`config.mk`:
```
export PLATFORM = sky130hd
export DESIGN_NAME = video_fetch_sched
export DESIGN_NICKNAME = d
export VERILOG_FILES = /design/src/rtl/video_fetch_sched.sv
export SDC_FILE = /design/constraint.sdc
export NUM_CORES = 1
export LEC_CHECK = 0
export BUFFER_PORTS_ARGS = -buffer_cell sky130_fd_sc_hd__buf_4
export CORE_MARGIN = 3
export CORE_UTILIZATION = 50
export CTS_BUF_LIST = sky130_fd_sc_hd__clkbuf_4
export DETAILED_ROUTE_END_ITERATION = 8
export GPL_ROUTABILITY_DRIVEN = 0
export PLACE_DENSITY = 0.73
export SYNTH_ARGS = -nofsm -noshare
export SYNTH_HDL_FRONTEND = slang
export SYNTH_SLANG_ARGS = --single-unit
export TNS_END_PERCENT = 5
```
`constraint.sdc`:
```
create_clock -name clk28 -period 2.9 [get_ports clk28]
set_input_delay 0.58 -clock clk28 [delete_from_list [all_inputs] [get_ports clk28]]
set_output_delay 0.58 -clock clk28 [all_outputs]
set_load 0.01 [all_outputs]
```
`src/rtl/video_fetch_sched.sv`:
```
// Per-cell screen fetch sequencer: issues bitmap/attribute (and optional ULAplus
// ink/paper palette) reads through the arbiter's video port into shadow registers.
module video_fetch_sched (
    input  logic        clk28,
    input  logic        rst_n,
    input  logic        fetch_start,
    input  logic [7:0]  fetch_row,
    input  logic [4:0]  fetch_col,
    input  logic        up_en,
    input  logic        cell_load,
    output logic        video_read_req,
    output logic        video_read_req_is_up,
    output logic [14:0] video_read_addr,
    input  logic        video_read_req_ack,
    input  logic        video_data_valid,
    input  logic [7:0]  vd,
    output logic [7:0]  bitmap,
    output logic [7:0]  attr,
    output logic [7:0]  up_ink,
    output logic [7:0]  up_paper,
    output logic        fetch_done,
    output logic        overrun
);
    typedef enum logic [1:0] {IDLE, REQ, WAIT} state_t;

    state_t     state;
    logic [7:0] row;
    logic [4:0] col;
    logic       up;
    logic [1:0] idx;
    logic [7:0] sh_bitmap, sh_attr, sh_ink, sh_paper;
    logic       last;
    logic [7:0] attr_nxt;

    function automatic logic [14:0] addr_of(input logic [1:0] i, input logic [7:0] y,
                                            input logic [4:0] x, input logic [7:0] a);
        case (i)
            2'd0:    addr_of = {2'b10, y[7:6], y[2:0], y[5:3], x};
            2'd1:    addr_of = {5'b10110, y[7:3], x};
            2'd2:    addr_of = {9'd0, a[7:6], 1'b0, a[2:0]};
            default: addr_of = {9'd0, a[7:6], 1'b1, a[5:3]};
        endcase
    endfunction

    assign last = (idx == (up ? 2'd3 : 2'd1));
    // Palette addresses need the attribute byte, which arrives on vd in the same cycle.
    assign attr_nxt = (idx == 2'd1) ? vd : sh_attr;

    always_ff @(posedge clk28) begin
        if (!rst_n) begin
            state                <= IDLE;
            row                  <= '0;
            col                  <= '0;
            up                   <= 1'b0;
            idx                  <= '0;
            sh_bitmap            <= '0;
            sh_attr              <= '0;
            sh_ink               <= '0;
            sh_paper             <= '0;
            video_read_req       <= 1'b0;
            video_read_req_is_up <= 1'b0;
            video_read_addr      <= '0;
            bitmap               <= '0;
            attr                 <= '0;
            up_ink               <= '0;
            up_paper             <= '0;
            fetch_done           <= 1'b0;
            overrun              <= 1'b0;
        end else begin
            fetch_done <= 1'b0;
            overrun    <= 1'b0;
            if (cell_load) begin
                bitmap   <= sh_bitmap;
                attr     <= sh_attr;
                up_ink   <= sh_ink;
                up_paper <= sh_paper;
            end
            if (fetch_start) begin
                row                  <= fetch_row;
                col                  <= fetch_col;
                up                   <= up_en;
                idx                  <= 2'd0;
                video_read_addr      <= addr_of(2'd0, fetch_row, fetch_col, sh_attr);
                video_read_req_is_up <= 1'b0;
                state                <= REQ;
                // A restart leaves req low for one cycle so a stale ack cannot match it.
                video_read_req       <= (state == IDLE);
                overrun              <= (state != IDLE);
            end else begin
                case (state)
                    REQ: begin
                        if (!video_read_req) begin
                            video_read_req <= 1'b1;
                        end else if (video_read_req_ack) begin
                            video_read_req <= 1'b0;
                            state          <= WAIT;
                        end
                    end
                    WAIT: begin
                        if (video_data_valid) begin
                            case (idx)
                                2'd0:    sh_bitmap <= vd;
                                2'd1:    sh_attr   <= vd;
                                2'd2:    sh_ink    <= vd;
                                default: sh_paper  <= vd;
                            endcase
                            if (last) begin
                                fetch_done <= 1'b1;
                                state      <= IDLE;
                            end else begin
                                idx                  <= idx + 2'd1;
                                video_read_req       <= 1'b1;
                                video_read_addr      <= addr_of(idx + 2'd1, row, col, attr_nxt);
                                video_read_req_is_up <= (idx != 2'd0);
                                state                <= REQ;
                            end
                        end
                    end
                    default: ;
                endcase
            end
        end
    end
endmodule

```
==> results of run 1 <==
sequential cells by signal, summed over array words and instances (netlist names):
| signal | flops |
|---|---|
| video_read_req | 1 |
| sh_ink | 8 |
| sh_attr | 8 |
| sh_bitmap | 8 |
| video_read_req_is_up | 1 |
| sh_paper | 8 |
| row | 8 |
| bitmap | 8 |
| video_read_addr | 14 |
| state | 2 |
| fetch_done | 1 |
| overrun | 1 |
| up_paper | 8 |
| attr | 8 |
| idx | 2 |
| col | 5 |
| up | 1 |
| up_ink | 8 |
kinds of logic after synthesis:
logic type	count (synthesis)	share of synthesized area (%)
DFF	100	47.8
AOI/OAI and AO/OA	74	13.7
and+or+nand+nor	161	19.9
buffers and inverters	40	4.63
other	1	0.0895
xor gates and xnor gates	1	0.209
muxes	51	12.2
adders and majority gates	5	1.49
through the flow:
stage	worst slack (ps)	hold slack, ps	utilization (%)	total power [mW]
detailed placement	637	460	59.9	1.65
global route	479	349	61.9	2.50
global placement	749	451	59.9	1.64
floorplan	913	443	-	1.56
finish	575	370	61.9	2.41
CTS	608	362	61.9	2.43
cell type report:
cell class / count / area, sq um
clock inverters: 6 / 90.1
flip-flops and latches: 100 / 2000
inverters: 5 / 18.8
multi-input cells: 293 / 1990
repair buffers: 81 / 608
clock buffers: 9 / 67.6
fillers: 695 / 3020
well taps: 102 / 128
synthesized netlist by cell type:
| cell | n |
|---|---|
| dfxtp_1 | 100 |
| mux2i_1 | 50 |
| nor2b_1 | 48 |
| nand2_1 | 45 |
| nand3_1 | 45 |
| a21boi_0 | 32 |
| clkbuf_1 | 17 |
| nor2_1 | 9 |
| buf_2 | 8 |
| o21ai_0 | 8 |
| buf_4 | 5 |
| ha_1 | 5 |
| nor3_1 | 5 |
| inv_1 | 4 |
| o311a_1 | 4 |
| a2111oi_1 | 3 |
| a221oi_1 | 3 |
| a22oi_1 | 3 |
| a311o_1 | 3 |
| a31oi_1 | 3 |
| and3_1 | 3 |
| buf_1 | 3 |
| a32oi_1 | 2 |
| buf_6 | 2 |
| nand4_1 | 2 |
| o221ai_1 | 2 |
| a211oi_1 | 1 |
| a211oi_2 | 1 |
| a21o_2 | 1 |
| a21oi_1 | 1 |
| a21oi_2 | 1 |
| and3b_1 | 1 |
| and4bb_2 | 1 |
| clkinv_1 | 1 |
| conb_1 | 1 |
| mux2_2 | 1 |
| nand3b_4 | 1 |
| o211a_1 | 1 |
| o21bai_1 | 1 |
| o22ai_1 | 1 |
| o311ai_0 | 1 |
| o311ai_1 | 1 |
| o31a_1 | 1 |
| or2_2 | 1 |
| xnor2_1 | 1 |
routing by layer:
layer  wire length [microns]  GRT usage (%)  vias up  part of all wire [%]
met5                       0              0        -                     0
met4                      93           3.19        0                   1.0
met3                     538           4.88        7                   5.8
met2                    4390           30.6       93                    48
met1                    4220           27.5     1530                    46
li1                        -              -     1628                     -
placed cells by master, fill, tap and decap left out, types with 8 or more instances in the layout:
cell / count
a21boi_0: 32
buf_4: 81
clkbuf_4: 9
dfxtp_1: 100
mux2i_1: 50
nand2_1: 45
nand3_1: 45
nor2_1: 9
nor2b_1: 48
o21ai_0: 8
critical path, cell delays in order (launching register included):
cell       delay, ps
dfxtp_1          530
inv_1            190
ha_1             430
or2_2            430
a221oi_1         260
a2111oi_1        100
a311o_1          290
power breakdown:
| group | internal, mW | total (mW) | leakage [nW] | switching (mW) |
|---|---|---|---|---|
| clock | 0.344 | 0.792 | 0.0703 | 0.448 |
| combinational | 0.0993 | 0.197 | 1.06 | 0.0974 |
| sequential | 1.40 | 1.42 | 0.812 | 0.0184 |
worst min path at each step:
| stage | startpoint | to | slack [ps] | cells past startpoint |
|---|---|---|---|---|
| after global placement | sh_attr[0] | sh_attr[0] | 450 | 2 |
| after floorplan | sh_attr[0] | sh_attr[0] | 440 | 2 |
| after global routing | fetch_col[3] | video_read_addr[3] | 350 | 3 |
| after CTS | fetch_col[3] | video_read_addr[3] | 360 | 3 |
| after detailed placement | sh_ink[5] | sh_ink[5] | 460 | 2 |
| final | fetch_col[3] | video_read_addr[3] | 370 | 3 |
==> results.py, run 1 <==
metrics = {
    "placed_design": {
        "place_hpwl_microns": 6480,
        "portBuffers": 77,
        "place_inst": 581,
        "placed_cell_area_sq_um": 4750,
    },
    "floorplanning": {
        "die_h_microns": 97.5,
        "dieArea_sq_um": 9520,
        "num_io_pins": 79,
        "num_rows": 32,
        "start_util_pct": 52.9,
        "coreArea_sq_um": 7930,
        "fp.dieW_microns": 97.5,
    },
    "grt": {
        "grt.total_usage_pct": 19.5,
        "grt_pass1_wl_microns": 15300,
        "antenna_found_initial": 0,
        "grt_pass1_vias": 3009,
        "grt_max_degree": 74,
        "grt_overflow_total": 0,
    },
    "sta": {
        "finalSetupTns_ps": 0,
        "hold_viol_final": 0,
        "finClkSkew_ps": 8.62,
        "rsz0062_at_grt": "no",
        "fin_crit_sh_pct": 80.2,
        "slew_headroom_pct": 46.5,
        "worst_slew_pin_slew_ps": 803,
        "setup_viol": 0,
        "period_needed_ps": 2320,
        "max_freq_ghz": 0.430,
        "finalMaxSlewViolations": 0,
    },
    "status": {
        "status": "complete, no violations",
    },
    "clock_network": {
        "cts_root_buf": "clkbuf_4",
        "htree_levels": 3,
        "holdBufCountCts": 0,
        "ctsResizeCount": 0,
        "clkLatencyLatePin_ps": 440,
        "cts_buffers": 9,
        "cts_setup_buffers": 0,
        "clockBufferDepth": 2,
        "clk_transition_reported_paths_ps": 140,
        "clock-sinks": 100,
        "cts_tree": "yes",
    },
    "power_and_ir_drop": {
        "p_leak_nw": 1.94,
        "ir_drop_mv": 0.312,
        "p_per_area_nw_per_um2": 491,
    },
    "worst_setup_path": {
        "rr_worst_depth": 6,
        "end_kind": "register",
        "worstSetupPathType": "reg2reg",
        "cp-endpoint": "video_read_addr[1]",
        "crit_fanout": 14,
        "reg2reg_slack_ps": 580,
        "required_ps": 3240,
        "timing.rr.end": "video_read_addr[1]",
        "cp-start-kind": "register",
        "reg2reg_from": "idx[0]",
        "critPathArrivalTime_ps": 2670,
        "startpoint": "idx[0]",
    },
    "detailed_routing": {
        "wl_per_cell_microns": 15.5,
        "via_per_inst": 5.47,
        "finalWirelength_microns": 9250,
        "postRouteAntennaNets": 0,
        "via_count": 3258,
        "drcViolationCount": 0,
        "first_iter_violations": 212,
        "dr.pass1.iters": 4,
    },
    "yosys": {
        "synth_top_area_cell": "dfxtp_1",
        "syn_avg_cell_area_sq_um": 9.68,
        "yosys.cell_types.count": 45,
        "syn_nets": 466,
        "syn_area_sq_um": 4190,
        "synth_seq_area_share_pct": 47.8,
        "yosysWarnings": 0,
        "synth_top_area_share_pct": 47.8,
        "yosys_register_bits": 100,
        "ys_top_cells_by_area": "dfxtp_1 (48%), mux2i_1 (12%), nor2b_1 (7.2%), a21boi_0 (5.7%), nand3_1 (5.4%)",
        "netlist_instances": 433,
    },
    "layout": {
        "area_delta_synth_final_pct": 17.1,
        "final_nets": 523,
        "final_area_sq_um": 4910,
        "n_antenna_cell": 0,
        "finalNonFillerCells": 596,
        "drive_gt1_share_pct": 20.9,
    },
    "flow_run": {
        "maxCapViolations": 0,
    },
    "worst_hold_path": {
        "hp-class": "in2reg",
    },
}
No activity file was read; power rests on OpenSTA's default activity.
==> inputs of run 2 (changes only) <==
--- a/config.mk
+++ b/config.mk
@@ -5,6 +5,7 @@
 export SDC_FILE = /design/constraint.sdc
 export NUM_CORES = 1
 export LEC_CHECK = 0
+export ABC_AREA = 1
 export BUFFER_PORTS_ARGS = -buffer_cell sky130_fd_sc_hd__buf_4
 export CORE_MARGIN = 3
 export CORE_UTILIZATION = 50
==> constraint.sdc (replaced) <==
create_clock -name clk28 -period 2.32 [get_ports clk28]
set_input_delay 0.464 -clock clk28 [delete_from_list [all_inputs] [get_ports clk28]]
set_output_delay 0.464 -clock clk28 [all_outputs]
set_load 0.01 [all_outputs]
==> run 2 against run 1 <==
Via count is 11% higher. Synthesized area is 4.1% lower. Design area fell by 3.2%. Worst hold slack worse by 140 ps. First-iteration DRC count decreased by 1.9%. Critical path depth rose by 4. Critical endpoint unchanged.
==> results.py, run 2 <==
metrics = {
    "placed_design": {
        "preCtsSetupSlack_ps": 569,
        "place_hpwl_microns": 6510,
        "portBuffers": 77,
    },
    "yosys": {
        "async_flop_share_pct": 0,
        "synth_top_area_cell": "dfxtp_1",
        "synth.most_common_cell": "nor2_1",
        "synth_common_cells": "nor2_1 (116), dfxtp_1 (100), nand2_1 (83)",
        "synth_seq_area_share_pct": 49.8,
        "syn_area_sq_um": 4020,
        "synth_edf_count": 0,
        "synth_flop_cell": "dfxtp_1",
        "syn_avg_cell_area_sq_um": 7.51,
        "yosys.cell_types.count": 27,
        "syn_nets": 568,
        "yosysWarnings": 0,
        "ys_top_cells_by_area": "dfxtp_1 (50%), nor2_1 (11%), o21ai_0 (9.1%), nand2_1 (7.7%), a21oi_1 (4.7%)",
        "yosys_register_bits": 100,
        "netlist_instances": 535,
        "synth_top_area_share_pct": 49.8,
    },
    "sta": {
        "finalMaxSlewViolations": 0,
        "worst_slew_pin_slew_ps": 923,
        "finalSetupTns_ps": 0,
        "max_freq_ghz": 0.563,
        "whs_ps": 227,
        "slew_headroom_pct": 38.4,
        "fin_crit_sh_pct": 76.6,
        "finalWorstSetupSlack_ps": 543,
        "setup_viol": 0,
        "period_needed_ps": 1780,
        "rsz0062_at_grt": "no",
        "finClkSkew_ps": 19.7,
        "hold_viol_final": 0,
    },
    "power_and_ir_drop": {
        "p_total_mw": 3.17,
        "switching_power_uw": 787,
        "p_seq_share_pct": 57.1,
        "p_leak_nw": 2.16,
        "p_int_mw": 2.39,
        "ir_drop_mv": 0.279,
        "swShare_pct": 24.8,
        "pwr-share-clk_pct": 32.7,
        "p_per_area_nw_per_um2": 668,
        "comb_power_share_pct": 10.2,
    },
    "floorplanning": {
        "num_rows": 32,
        "start_util_pct": 51.8,
        "die_h_microns": 95.7,
        "fp.dieW_microns": 95.7,
        "dieArea_sq_um": 9150,
        "coreArea_sq_um": 7770,
        "num_io_pins": 79,
    },
    "layout": {
        "layout_common_cells": "nor2_1 (116), dfxtp_1 (100), nand2_1 (83)",
        "nFillCells": 753,
        "largest_reg_flops": 14,
        "area_delta_synth_final_pct": 18.2,
        "n_antenna_cell": 0,
        "layout_commonest_cell": "nor2_1",
        "final_nets": 630,
        "drive_gt1_share_pct": 18.6,
        "largest_register": "video_read_addr",
    },
    "worst_setup_path": {
        "cp-start-kind": "register",
        "cp_cell_sequence": "inv_2 -> ha_1 -> inv_1 -> nand2_1 -> nand2_1 -> nor2_1 -> nor2_1 -> nor2_1 -> nor2_1 -> nor2_1",
        "required_ps": 2650,
        "worstSetupPathType": "reg2reg",
        "cpLargestDelayFamily": "flip-flops",
        "critical_path_buf_inv_count": 2,
        "end_kind": "register",
        "cpPeakStageDelay_ps": 520,
        "cp_common_cell": "nor2_1",
        "crit_fanout": 11,
        "critPathArrivalTime_ps": 2100,
        "slowest_stage": "dfxtp_1",
    },
    "detailed_routing": {
        "via_count": 3626,
        "via_per_inst": 5.15,
        "dr.pass1.iters": 5,
        "wl_per_cell_microns": 13.4,
        "drcViolationCount": 0,
        "postRouteAntennaNets": 0,
        "finalWirelength_microns": 9450,
        "first_iter_violations": 208,
    },
    "grt": {
        "grt.total_usage_pct": 21.4,
        "grt_overflow_total": 0,
        "antenna_found_initial": 0,
        "grt_max_degree": 51,
        "grt_pass1_vias": 3293,
        "grt_pass1_wl_microns": 15500,
    },
    "clock_network": {
        "clock-sinks": 100,
        "htree_levels": 3,
        "cts_root_buf": "clkbuf_4",
        "clk_transition_reported_paths_ps": 150,
        "ctsResizeCount": 0,
        "cts_setup_buffers": 0,
        "cts_buffers": 9,
        "cts_tree": "yes",
        "clockBufferDepth": 2,
        "holdBufCountCts": 0,
        "clkLatencyLatePin_ps": 430,
    },
    "worst_hold_path": {
        "hp-class": "in2reg",
    },
    "status": {
        "status": "complete, no violations",
    },
    "flow_run": {
        "maxCapViolations": 0,
    },
}
==> run 2: layout make-up <==
class	count	area (sq um)	area share [%]
flip-flops and latches	100	2000	42.1
inverters	34	128	2.69
well taps	102	128	2.69
multi-input cells	372	1730	36.4
repair buffers	80	601	12.6
clock buffers	11	82.6	1.74
clock inverters	5	82.6	1.74
==> run 2: power groups by stage <==
| stage | logic (mW) | clock network [mW] | registers (mW) |
|---|---|---|---|
| global route | 0.366 | 1.13 | 1.82 |
| CTS | 0.327 | 1.05 | 1.81 |
| finish | 0.325 | 1.04 | 1.81 |
| global placement | 0.322 | 0 | 1.85 |
| floorplan | 0.156 | 0 | 1.86 |
| detailed placement | 0.325 | 0 | 1.85 |
==> run 2: metrics by stage <==
stage,utilization (%),cell area [sq um],cells
2_1_floorplan,-,4020,535
3_3_place_gp,59.0,4590,688
3_5_place_dp,59.0,4590,688
4_1_cts,61.2,4750,704
5_1_grt,61.2,4750,704
6_report,61.2,4750,704
==> run 2: worst paths after layout <==
path,start,to,cells past startpoint,slack (ps)
setup / recovery,idx[1],video_read_addr[1],10,540
hold / removal,up_en,up,3,230
setup reg to reg,idx[1],video_read_addr[1],10,540
hold reg to reg,video_read_req_is_up,video_read_req_is_up,2,460
==> run 2: routing by layer <==
layer  global-route usage (%)  routed length [microns]  part of all wire [%]  up-vias
li1                         -                        -                     -     1848
met1                     29.7                     4380                    46     1649
met2                     33.5                     4310                    46      110
met3                     3.47                      570                   6.0       19
met4                     8.06                      193                   2.0        0
met5                        0                        0                     0        -
==> run 2: kinds of logic (layout without fill, tap and decap cells) <==
kind of cell	Yosys count	count (layout)	share of synthesized area, %
other	1	1	0.0933
adder cells (fa/ha/maj)	5	5	1.56
buffers and inverters	63	130	7.22
AO/OA/AOI/OAI	132	132	16.8
flip-flops	100	100	49.8
AND/OR/NAND/NOR	234	234	24.5
==> run 2: worst register-to-register path, delay by kind of cell, from the launching register on <==
family / cells / cell delay [ps]
adders and majority gates: 1 / 320
buffers and inverters: 2 / 320
DFF: 1 / 520
and+or+nand+nor: 7 / 520
==> inputs of run 3 (changes only) <==
--- a/config.mk
+++ b/config.mk
@@ -12,7 +12,7 @@
 export CTS_BUF_LIST = sky130_fd_sc_hd__clkbuf_4
 export DETAILED_ROUTE_END_ITERATION = 8
 export GPL_ROUTABILITY_DRIVEN = 0
-export PLACE_DENSITY = 0.73
+export PLACE_DENSITY = 0.76
 export SYNTH_ARGS = -nofsm -noshare
 export SYNTH_HDL_FRONTEND = slang
 export SYNTH_SLANG_ARGS = --single-unit
==> constraint.sdc (replaced) <==
create_clock -name clk28 -period 1.55 [get_ports clk28]
set_input_delay 0.31 -clock clk28 [delete_from_list [all_inputs] [get_ports clk28]]
set_output_delay 0.31 -clock clk28 [all_outputs]
set_load 0.01 [all_outputs]
==> run 3 against run 2 <==
Setup slack lost 440 ps. Critical path depth is 1 lower. Clock-buffer cell count is 1 lower. Clock skew is 12 ps higher. Cell count is 3.3% higher. Register-to-register slack lost 440 ps. Core utilization grew 2.9 points. Clock power grew 27%. Combinational power is 59% higher. Via count rose by 5.1%. First-iteration DRC count rose by 17%. Fmax increased by 23%. Critical path type unchanged.
==> results.py, run 3 (synthesized netlist as in run 2, its figures left out) <==
metrics = {
    "clock_network": {
        "clkLatencyLatePin_ps": 460,
        "clk_transition_reported_paths_ps": 170,
        "clock-sinks": 100,
        "clockBufferDepth": 2,
        "holdBufCountCts": 0,
        "cts_tree": "yes",
        "cts_buffers": 9,
        "cts_root_buf": "clkbuf_4",
        "htree_levels": 3,
    },
    "grt": {
        "grt_pass1_vias": 3551,
        "antenna_found_initial": 0,
        "grt_max_degree": 69,
        "grt_pass1_wl_microns": 16300,
        "grt.total_usage_pct": 22.6,
        "grt_overflow_total": 0,
    },
    "layout": {
        "final_util_pct": 64.0,
        "final_area_sq_um": 4970,
        "largest_reg_flops": 14,
        "layout_common_cells": "nor2_1 (116), buf_4 (100), dfxtp_1 (97)",
        "largest_register": "video_read_addr",
        "area_delta_synth_final_pct": 23.7,
        "n_antenna_cell": 0,
        "multi_input_area_sq_um": 1760,
        "layout_commonest_cell": "nor2_1",
        "area.sequential_sq_um": 2010,
        "nFillCells": 695,
        "final_nets": 653,
        "drive_gt1_share_pct": 23.5,
    },
    "sta": {
        "finClkSkew_ps": 31.7,
        "fin_crit_sh_pct": 93.5,
        "rsz0062_at_grt": "yes",
        "period_needed_ps": 1450,
        "whs_ps": 74.8,
        "finalSetupTns_ps": 0,
        "setup_viol": 0,
        "max_freq_ghz": 0.690,
        "finalMaxSlewViolations": 0,
        "hold_viol_final": 0,
    },
    "power_and_ir_drop": {
        "p_total_mw": 4.54,
        "p_per_area_nw_per_um2": 913,
        "p_leak_nw": 2.26,
        "ir_drop_mv": 0.459,
    },
    "worst_setup_path": {
        "required_ps": 1950,
        "timing.rr.end": "video_read_addr[8]",
        "startpoint": "idx[1]",
        "reg2reg_from": "idx[1]",
        "cp-start-kind": "register",
        "critPathArrivalTime_ps": 1850,
        "end_kind": "register",
        "worstSetupPathType": "reg2reg",
        "crit_fanout": 4,
        "cp-endpoint": "video_read_addr[8]",
        "reg2reg_slack_ps": 100,
        "rr_worst_depth": 9,
    },
    "flow_run": {
        "maxCapViolations": 0,
    },
    "floorplanning": {
        "coreArea_sq_um": 7770,
        "die_h_microns": 95.7,
        "num_rows": 32,
        "num_io_pins": 79,
        "dieArea_sq_um": 9150,
        "start_util_pct": 51.8,
        "fp.dieW_microns": 95.7,
    },
    "detailed_routing": {
        "postRouteAntennaNets": 0,
        "via_per_inst": 5.24,
        "wl_per_cell_microns": 13.6,
        "first_iter_violations": 244,
        "dr.pass1.iters": 5,
        "via_count": 3810,
        "finalWirelength_microns": 9900,
        "drcViolationCount": 0,
    },
    "worst_hold_path": {
        "hp-class": "in2reg",
    },
    "placed_design": {
        "portBuffers": 77,
        "placed_cell_area_sq_um": 4730,
        "place_hpwl_microns": 6980,
    },
    "status": {
        "status": "complete, no violations",
    },
}
## run 3: worst max-delay path, stage by stage, from the launching register on
cell	delay [ps]
dfxtp_4	390
buf_4	120
ha_2	230
inv_4	60
buf_4	140
o21ai_0	140
nand3_1	100
nand2_1	70
nand2_1	50
a21oi_1	120
## run 3: final cells by class
| type | count | share of cell area (%) |
|---|---|---|
| Clock buffer | 10 | 1.51 |
| Clock inverter | 6 | 1.21 |
| Inverter | 34 | 2.67 |
| Multi-Input combinational cell | 372 | 35.3 |
| Sequential cell | 100 | 40.4 |
| Tap cell | 102 | 2.57 |
| Timing Repair Buffer | 103 | 16.3 |
## run 3: what timing repair did
action,in CTS,in global routing
setup buffers,0,7
resized for setup,3,16
pin swaps,0,2
endpoints found under the setup margin,2,25
## run 3: per-stage QoR
step | worst slack, ps | std cells
after floorplan | 60.4 | 535
after global placement | 25.4 | 704
after detailed placement | 0.998 | 704
after CTS | 29.9 | 720
after global routing | -30.3 | 727
final | 100 | 727
## run 3: where the power goes
part | internal, mW | switching [mW]
clock | 0.381 | 0.935
sequential | 2.66 | 0.0499
combinational | 0.230 | 0.287
## run 3: worst min path at each step
stage	from	endpoint	slack [ps]	depth (start not counted)
after detailed placement	col[3]	col[3]	450	2
final	up_en	up	70	3
after global routing	up_en	up	70	3
after global placement	video_read_req_is_up	video_read_req_is_up	440	2
after floorplan	up_en	up	420	2
after CTS	up_en	up	50	3
## run 3: layer usage
metal | part of all wire (%) | track usage (%) | wire (microns)
met1 | 45 | 29.0 | 4470
met3 | 5.6 | 4.74 | 552
met5 | 0 | 0 | 0
met2 | 47 | 37.1 | 4640
met4 | 2.5 | 9.00 | 244
